`src/rtl/mdu_div_unit.sv`:
```
// Multi-cycle RV32M divider (DIV/DIVU/REM/REMU): restoring shift-subtract, one quotient bit per cycle.
// Optional early-out for trivial operands when MDU_DIV_EARLY_OUT_EN is defined.
module mdu_div_unit #(
  parameter int unsigned DATA_WIDTH = 32,
  parameter int unsigned CNT_WIDTH  = $clog2(DATA_WIDTH) + 1
) (
  input  logic                  clk,
  input  logic                  rst,
  input  logic                  start,
  input  logic [1:0]            op,
  input  logic [DATA_WIDTH-1:0] rs1_data,
  input  logic [DATA_WIDTH-1:0] rs2_data,
  input  logic [4:0]            rd_addr,
  input  logic                  flush,
  output logic                  busy,
  output logic                  wr_en,
  output logic [4:0]            addr_wr,
  output logic [DATA_WIDTH-1:0] data_wr
);

  typedef enum logic [1:0] {StIdle, StPrep, StCalc, StDone} state_e;

  state_e                state_q;
  logic [1:0]            op_q;
  logic [DATA_WIDTH-1:0] a_q;
  logic [DATA_WIDTH-1:0] b_q;
  logic [DATA_WIDTH-1:0] quo_q;
  logic [DATA_WIDTH-1:0] rem_q;
  logic [4:0]            rd_q;
  logic                  q_neg_q;
  logic                  r_neg_q;
  logic                  div_zero_q;
  logic [CNT_WIDTH-1:0]  cnt_q;

  logic                  signed_op;
  logic [DATA_WIDTH-1:0] a_abs;
  logic [DATA_WIDTH-1:0] b_abs;
  logic [DATA_WIDTH:0]   shifted;
  logic [DATA_WIDTH:0]   diff;
  logic [DATA_WIDTH-1:0] quo_fix;
  logic [DATA_WIDTH-1:0] rem_fix;
  logic [DATA_WIDTH-1:0] result;
  logic                  early;
  logic [DATA_WIDTH-1:0] early_quo;
  logic [DATA_WIDTH-1:0] early_rem;

`ifdef MDU_DIV_EARLY_OUT_EN
  localparam logic [DATA_WIDTH-1:0] MostNeg = {1'b1, {(DATA_WIDTH-1){1'b0}}};
`endif

  always_comb begin
    signed_op = ~op_q[0];
    a_abs     = (signed_op && a_q[DATA_WIDTH-1]) ? -a_q : a_q;
    b_abs     = (signed_op && b_q[DATA_WIDTH-1]) ? -b_q : b_q;
    // Trial subtraction is one bit wider than the remainder; its MSB is the borrow.
    shifted   = {rem_q, quo_q[DATA_WIDTH-1]};
    diff      = shifted - {1'b0, b_q};
    // A zero divisor already yields all ones, which is the required quotient in both signednesses.
    quo_fix   = (q_neg_q && !div_zero_q) ? -quo_q : quo_q;
    rem_fix   = r_neg_q ? -rem_q : rem_q;
    result    = op_q[1] ? rem_fix : quo_fix;

    early     = 1'b0;
    early_quo = '0;
    early_rem = '0;
`ifdef MDU_DIV_EARLY_OUT_EN
    if (b_abs == '0) begin
      early     = 1'b1;
      early_quo = '1;
      early_rem = a_abs;
    end else if (signed_op && a_q == MostNeg && b_q == '1) begin
      early     = 1'b1;
      early_quo = a_abs;
    end else if (a_abs < b_abs) begin
      early     = 1'b1;
      early_rem = a_abs;
    end
`endif
  end

  always_ff @(posedge clk or posedge rst) begin
    if (rst) begin
      state_q    <= StIdle;
      op_q       <= '0;
      a_q        <= '0;
      b_q        <= '0;
      quo_q      <= '0;
      rem_q      <= '0;
      rd_q       <= '0;
      q_neg_q    <= 1'b0;
      r_neg_q    <= 1'b0;
      div_zero_q <= 1'b0;
      cnt_q      <= '0;
      busy       <= 1'b0;
      wr_en      <= 1'b0;
      addr_wr    <= '0;
      data_wr    <= '0;
    end else begin
      wr_en <= 1'b0;
      if (flush) begin
        state_q <= StIdle;
        busy    <= 1'b0;
      end else begin
        case (state_q)
          StIdle: begin
            if (start) begin
              op_q    <= op;
              a_q     <= rs1_data;
              b_q     <= rs2_data;
              rd_q    <= rd_addr;
              busy    <= 1'b1;
              state_q <= StPrep;
            end
          end
          StPrep: begin
            q_neg_q    <= signed_op & (a_q[DATA_WIDTH-1] ^ b_q[DATA_WIDTH-1]);
            r_neg_q    <= signed_op & a_q[DATA_WIDTH-1];
            div_zero_q <= (b_abs == '0);
            b_q        <= b_abs;
            cnt_q      <= CNT_WIDTH'(DATA_WIDTH);
            if (early) begin
              quo_q   <= early_quo;
              rem_q   <= early_rem;
              state_q <= StDone;
            end else begin
              quo_q   <= a_abs;
              rem_q   <= '0;
              state_q <= StCalc;
            end
          end
          StCalc: begin
            if (diff[DATA_WIDTH]) begin
              rem_q <= shifted[DATA_WIDTH-1:0];
              quo_q <= {quo_q[DATA_WIDTH-2:0], 1'b0};
            end else begin
              rem_q <= diff[DATA_WIDTH-1:0];
              quo_q <= {quo_q[DATA_WIDTH-2:0], 1'b1};
            end
            cnt_q <= cnt_q - CNT_WIDTH'(1);
            if (cnt_q == CNT_WIDTH'(1)) state_q <= StDone;
          end
          StDone: begin
            data_wr <= result;
            addr_wr <= rd_q;
            wr_en   <= (rd_q != 5'd0);
            busy    <= 1'b0;
            state_q <= StIdle;
          end
          default: state_q <= StIdle;
        endcase
      end
    end
  end

endmodule

```
`config.mk`:
```
export PLATFORM = sky130hd
export DESIGN_NAME = mdu_div_unit
export DESIGN_NICKNAME = d
export VERILOG_FILES = /design/src/rtl/mdu_div_unit.sv
export SDC_FILE = /design/constraint.sdc
export NUM_CORES = 1
export LEC_CHECK = 0
export CAP_MARGIN = 0
export CORE_MARGIN = 2
export CORE_UTILIZATION = 30
export DETAILED_ROUTE_END_ITERATION = 8
export GPL_TIMING_DRIVEN = 0
export SYNTH_ARGS = -nofsm -noshare
export SYNTH_HDL_FRONTEND = slang
export SYNTH_SLANG_ARGS = --single-unit
```
`constraint.sdc`:
```
create_clock -name clk -period 8.9 [get_ports clk]
set_input_delay 1.78 -clock clk [delete_from_list [all_inputs] [get_ports clk]]
set_output_delay 1.78 -clock clk [all_outputs]
set_load 0.01 [all_outputs]
```
After elaboration in Yosys (flattened, before gate mapping)

Cells that the tools add are included.
Widths: inputs -> output; s select.

Flip-flop bits (word level): 185
Latch bits: 0
Bits in writable memories: 0
ROM bits: 0
Logic and storage cells: 71
Memories: 0

$add $sub $neg: 6
$mul: 0
Div/mod/pow operators: 0
Order comparisons: 0
Equality and inequality tests: 7
Shifts and indexed selects: 0
Muxes and demuxes: 21
Bitwise operators: 5
Reduce and logical (&&, ||, !) cells: 17

Operators by type and width:

| operator            | number |
|---|---|
| $mux 32             | 7 |
| $pmux 32 s2         | 3 |
| $neg 32->32         | 4 |
| $sub 33x32->33      | 1 |
| $logic_not 32->1    | 1 |
| $pmux 6 s2          | 1 |
| $reduce_and 2->1    | 5 |
| $pmux 2 s4          | 1 |
| $eq 6x1->1 const B  | 1 |
| $mux 2              | 3 |
| $ne 3x3->1 const B  | 2 |
| $reduce_and 3->1    | 2 |
| $sub 6x1->6 const B | 1 |
| $mux 1              | 5 |
| $reduce_bool 5->1   | 1 |
| $eq 2x2->1 const B  | 2 |
| $reduce_bool 2->1   | 2 |
| $logic_and 1x1->1   | 3 |
| $reduce_bool 3->1   | 1 |
| $and 1x1->1         | 2 |
| $eq 2x1->1 const B  | 1 |
| $logic_not 2->1     | 1 |
| $ne 2x2->1 const B  | 1 |
| $not 1->1           | 2 |
| other kinds (3)     | 3 |

Longest topological paths before layout

Depth in word-level cells: 4
Depth in mapped cells: 13

Worst setup path before layout

Ideal clock, no wire load.

Path kind: input to register
From: input flush
To: register a_q[0]
Library setup time: 0.125 ns
Arrival time: 3.222 ns
Setup slack: 5.554 ns
Stages on the path: 5
Buffers on the path: 3
Cells stage by stage: clkbuf_1 -> or2_2 -> clkbuf_1 -> buf_1 -> mux2_2

Cells in the longest elaborated chain, start to end: 2

RTL lines:

| what                       | RTL line | text |
|---|---|---|
| start, declared            | 14       | `input logic flush,` |
| $not 1->1 (no line)        | n/a      |  |
| $reduce_and 3->1 (no line) | n/a      |  |
| end signal, assigned       | 108      | `a_q <= rs1_data;` |
| end, declared              | 25       | `logic [DATA_WIDTH-1:0] a_q;` |

Every way passes these cells.
A chain may end at the register's enable or synchronous reset.

Worst setup path after layout

From: register quo_q[31]
To: register rem_q[8]

Cells in the longest elaborated chain, start to end: 3

RTL lines:

| what                   | RTL line | text |
|---|---|---|
| start, declared        | 27       | `logic [DATA_WIDTH-1:0] quo_q;` |
| start signal, assigned | 122      | `quo_q <= early_quo;` |
| start signal, assigned | 126      | `quo_q <= a_abs;` |
| start signal, assigned | 134      | `quo_q <= {quo_q[DATA_WIDTH-2:0], 1'b0};` |
| $sub 33x32->33         | 57       | `diff = shifted - {1'b0, b_q};` |
| $mux 32                | 132      | `if (diff[DATA_WIDTH]) begin` |
| $pmux 32 s2            | 104      | `case (state_q)` |
| end signal, assigned   | 123      | `rem_q <= early_rem;` |
| end signal, assigned   | 133      | `rem_q <= shifted[DATA_WIDTH-1:0];` |
| end signal, assigned   | 136      | `rem_q <= diff[DATA_WIDTH-1:0];` |
| end, declared          | 28       | `logic [DATA_WIDTH-1:0] rem_q;` |

Every way passes these cells.

==> metrics <==
HPWL Detailed=31.84 mm; antenna violations before repair=0; final-report hold violation count=0; max-capacitance violation count=0; first-pass GRT wire length=65.52 mm; Most used DFF post-synth=sky130_fd_sc_hd__dfrtp_1; H-tree level count=4; Filler Cells Inserted=4248; fraction of synthesized cell area taken by the top area cell type=36.65%; Post-Synthesis Net Count=1628; leakage power figure=6.090 nW; HP Class=reg2reg; critical path's largest stage delay=480 ps; number of global-route vias before repair=11768; Seq. cell area=0.004629 mm²; master cell of the clock root buffer=sky130_fd_sc_hd__clkbuf_16; multi-input logic area=0.007473 mm²; combinational power share=52.3%; TritonCTS Sinks=185; data arrival at the endpoint of the critical path=4500 ps; number of iterations in the first detailed-routing pass=5; placer congestion estimate=0.9190; worst clock skew=19.47 ps; pins over their slew limit=0; library cell occupying the most area in the post-synthesis netlist=sky130_fd_sc_hd__dfrtp_1; overall die area=0.04376 mm²; relative max-transition margin=36.83%; clock network fraction of total power=16.4%; largest voltage drop on the vdd net=0.1194 mV; shortest clock period the worst path allows after layout=4168 ps; power dissipated by switching net loads=0.002318 W; status=complete, no violations; register-to-register path setup slack=4730 ps; Min-Delay Path Depth=2; Critical Path Fanout Max=10; Inserted Clock Buffers=17; total global-route track usage=18.99%; average cell area after synthesis=8.370 µm²; ratio of total power to cell area=326.9 mW/mm²; post-synthesis cell area=0.01263 mm²; share of flip-flops with an asynchronous set or reset after synthesis=100.0%; biggest area contributors in the synthesized netlist=sky130_fd_sc_hd__dfrtp_1 (37%), sky130_fd_sc_hd__o21ai_0 (6.7%), sky130_fd_sc_hd__nand2_1 (5.4%); cell count after synthesis=1509; maximum clock frequency=0.2399 GHz; final number of setup-violating endpoints=0; total number of placement rows=75; cell with the largest stage delay on the worst path=sky130_fd_sc_hd__o41ai_4; endpoint type of the worst setup path=flip-flop; average wire per cell in the routed design=18.86 µm; Crit path required time=9230 ps; overall power of the completed layout=0.004931 W; TritonCTS clock tree=yes; RSZ-0062 raised after global routing=no; clock transition at the register clock pins on the worst setup and hold paths after CTS=80 ps; reg2reg start=quo_q[31]; Die Ht=209.2 µm; post-route DRC violation count=0; Worst Tran Pin Value=944.0 ps; Horiz. Die Dim=209.2 µm; Worst Hold Endpoint=data_wr[22]; register area share after synthesis=36.65%; Nets=1761; Post-Route WL=41.39 mm; cells along the critical path=inv_1 -> ha_1 -> fa_1 -> nand2b_1 -> a21oi_1 -> o21ai_1 -> a21oi_1 -> o21ai_1 -> o41ai_4 -> xnor2_1 -> clkbuf_1 -> nand4_1 -> o311ai_0; area growth from synthesis to layout=19.42%; Util after Layout=36.12%; antenna viol nets, final=0; library cells used by synthesis=72; largest buffer count on any clock path=2; number of ports placed on the die boundary=114; largest net degree at the start of global routing=110; fraction of layout cells with a size suffix above 1=6.042%; classification of the worst setup path=reg2reg; antenna fix cells=0; share of total power consumed by net switching=47.02%; global route total overflow=0; Post CTS Setup Buffer Count=0; via-per-instance ratio=5.456; share of power burned in registers=31.4%; cells resized by post-CTS repair=0; number of hold buffers added after cts=0; clock insertion delay at the later pin of the skew report=450 ps; startpoint types=flip-flop; Int Power=0.002612 W; capturing point of the worst reg2reg path=rem_q[8]; #FFs+latches synth=185; starting density of the core=30.25%; count of flip-flops with a built-in enable after synthesis=0; final clock period utilization by the worst path=46.83%; starting DRC count in detailed routing=967; Via Count=11971; startpoint of the lowest-slack hold path=data_wr[22]; number of input and output port buffers inserted=113; area of the placeable core=0.04176 mm²; count of cells along the worst register-to-register path=13; Synth warnings=0
==> routing by layer <==
metal  share of wire [%]  vias up  routed length, µm  global-route usage, %
met5                   0        -                  0                      0
li1                    -     5706                  -                      -
met3                 4.9       52               2011                  2.269
met1                  46     5864              19200                  26.54
met4                 2.3        0                966                  5.985
met2                  46      349              19210                  30.63
==> cell usage after synthesis (16+ instances only) <==
cell                       instances
sky130_fd_sc_hd__dfrtp_1         185
sky130_fd_sc_hd__nand2_1         183
sky130_fd_sc_hd__o21ai_0         169
sky130_fd_sc_hd__a21oi_1         132
sky130_fd_sc_hd__nor2_1           90
sky130_fd_sc_hd__clkbuf_1         76
sky130_fd_sc_hd__xnor2_1          67
sky130_fd_sc_hd__xor2_1           56
sky130_fd_sc_hd__inv_1            51
sky130_fd_sc_hd__nand3_1          48
sky130_fd_sc_hd__mux2_2           46
sky130_fd_sc_hd__ha_1             43
sky130_fd_sc_hd__nor3_1           34
sky130_fd_sc_hd__o31ai_1          28
sky130_fd_sc_hd__o22ai_1          23
sky130_fd_sc_hd__nand2b_1         22
sky130_fd_sc_hd__o311ai_0         22
sky130_fd_sc_hd__nand4_1          16
==> cells in the final DEF, fill, tap and decap left out, drive strengths merged, types with 9 or more instances in the layout <==
cell type      count
o31ai             28
xnor2             67
o211ai            14
mux2i             15
mux2              46
nor2b              9
a21o              11
and2              10
nand2b            23
clkbuf            94
nand3             48
buf               13
nor4              12
dfrtp            185
nor2              91
nand4             16
inv               56
ha                43
clkdlybuf4s50    113
nor3              38
o311ai            22
a31oi             12
o22ai             23
o41ai             14
nand2            184
a21oi            132
o21ai            172
and3               9
or3               15
xor2              56
==> stage by stage <==
| step | std cells | area, µm² | setup TNS, ps | hold WS (ps) | worst slack [ps] |
|---|---|---|---|---|---|
| floorplan | 1509 | 12630 | 0 | 462.5 | 2091 |
| detailed placement | 2162 | 14470 | 0 | 467.8 | 4344 |
| finish | 2194 | 15080 | 0 | 481.7 | 4732 |
| global route | 2194 | 15080 | 0 | 517.9 | 4548 |
| CTS | 2194 | 15080 | 0 | 486.8 | 4817 |
| global placement | 2161 | 14440 | -116180 | 469.4 | -640.7 |
==> power by group through the flow <==
| stage | combinational [W] | sequential [W] | clock, W |
|---|---|---|---|
| detailed placement | 0.00255 | 0.00156 | 0 |
| floorplan | 0.00175 | 0.00147 | 0 |
| global route | 0.00287 | 0.00160 | 0.000848 |
| finish | 0.00258 | 0.00155 | 0.000806 |
| CTS | 0.00256 | 0.00155 | 0.000819 |
| global placement | 0.00251 | 0.00155 | 0 |
==> registers in the layout, indices dropped and copies added (netlist names), named ones only <==
signal and flops:
a_q 32, quo_q 32, op_q 2, rd_q 5
wr_en 1, b_q 31, data_wr 32, div_zero_q 1
busy 1, rem_q 32, cnt_q 6, addr_wr 5
q_neg_q 1, state_q 2, r_neg_q 1
==> how the worst max path moves through the flow <==
| stage | slack (ps) | endpoint | from | cells past startpoint |
|---|---|---|---|---|
| 3_5_place_dp | 4340 | rd_q[1] | flush | 6 |
| 4_1_cts | 4820 | data_wr[31] | flush | 7 |
| 5_1_grt | 4550 | data_wr[20] | flush | 8 |
| 6_report | 4730 | rem_q[8] | quo_q[31] | 13 |
| 2_1_floorplan | 2090 | async pin | rst | 1 |
| 3_3_place_gp | -640 | cnt_q[1] | rst | 2 |
==> layout make-up <==
cell class / instances / share of cell area (%)
Tap cell: 539 / 4.471
Multi-Input combinational cell: 1184 / 49.55
Buffer: 89 / 2.231
Sequential cell: 185 / 30.69
Inverter: 51 / 1.319
Timing Repair Buffer: 114 / 7.681
Clock buffer: 17 / 2.820
Clock inverter: 15 / 1.236
==> worst max-delay path, delay by kind of cell, from the launching register on <==
| kind | cells | cell delay [ps] |
|---|---|---|
| xor gates and xnor gates | 1 | 370 |
| buffers and inverters | 2 | 590 |
| AOI/OAI and AO/OA | 6 | 1630 |
| adders and majority gates | 2 | 670 |
| and+or+nand+nor | 2 | 350 |
| DFF | 1 | 430 |
==> cells by family after synthesis <==
| family | Yosys count | share of synthesized area (%) |
|---|---|---|
| DFF | 185 | 36.65 |
| buffers and inverters | 140 | 4.180 |
| xor gates and xnor gates | 123 | 8.529 |
| and+or+nand+nor | 487 | 18.60 |
| adders and majority gates | 44 | 4.418 |
| AOI/OAI and AO/OA | 469 | 22.33 |
| muxes | 61 | 5.290 |
Note: power is estimated with default switching activity, not from simulation.
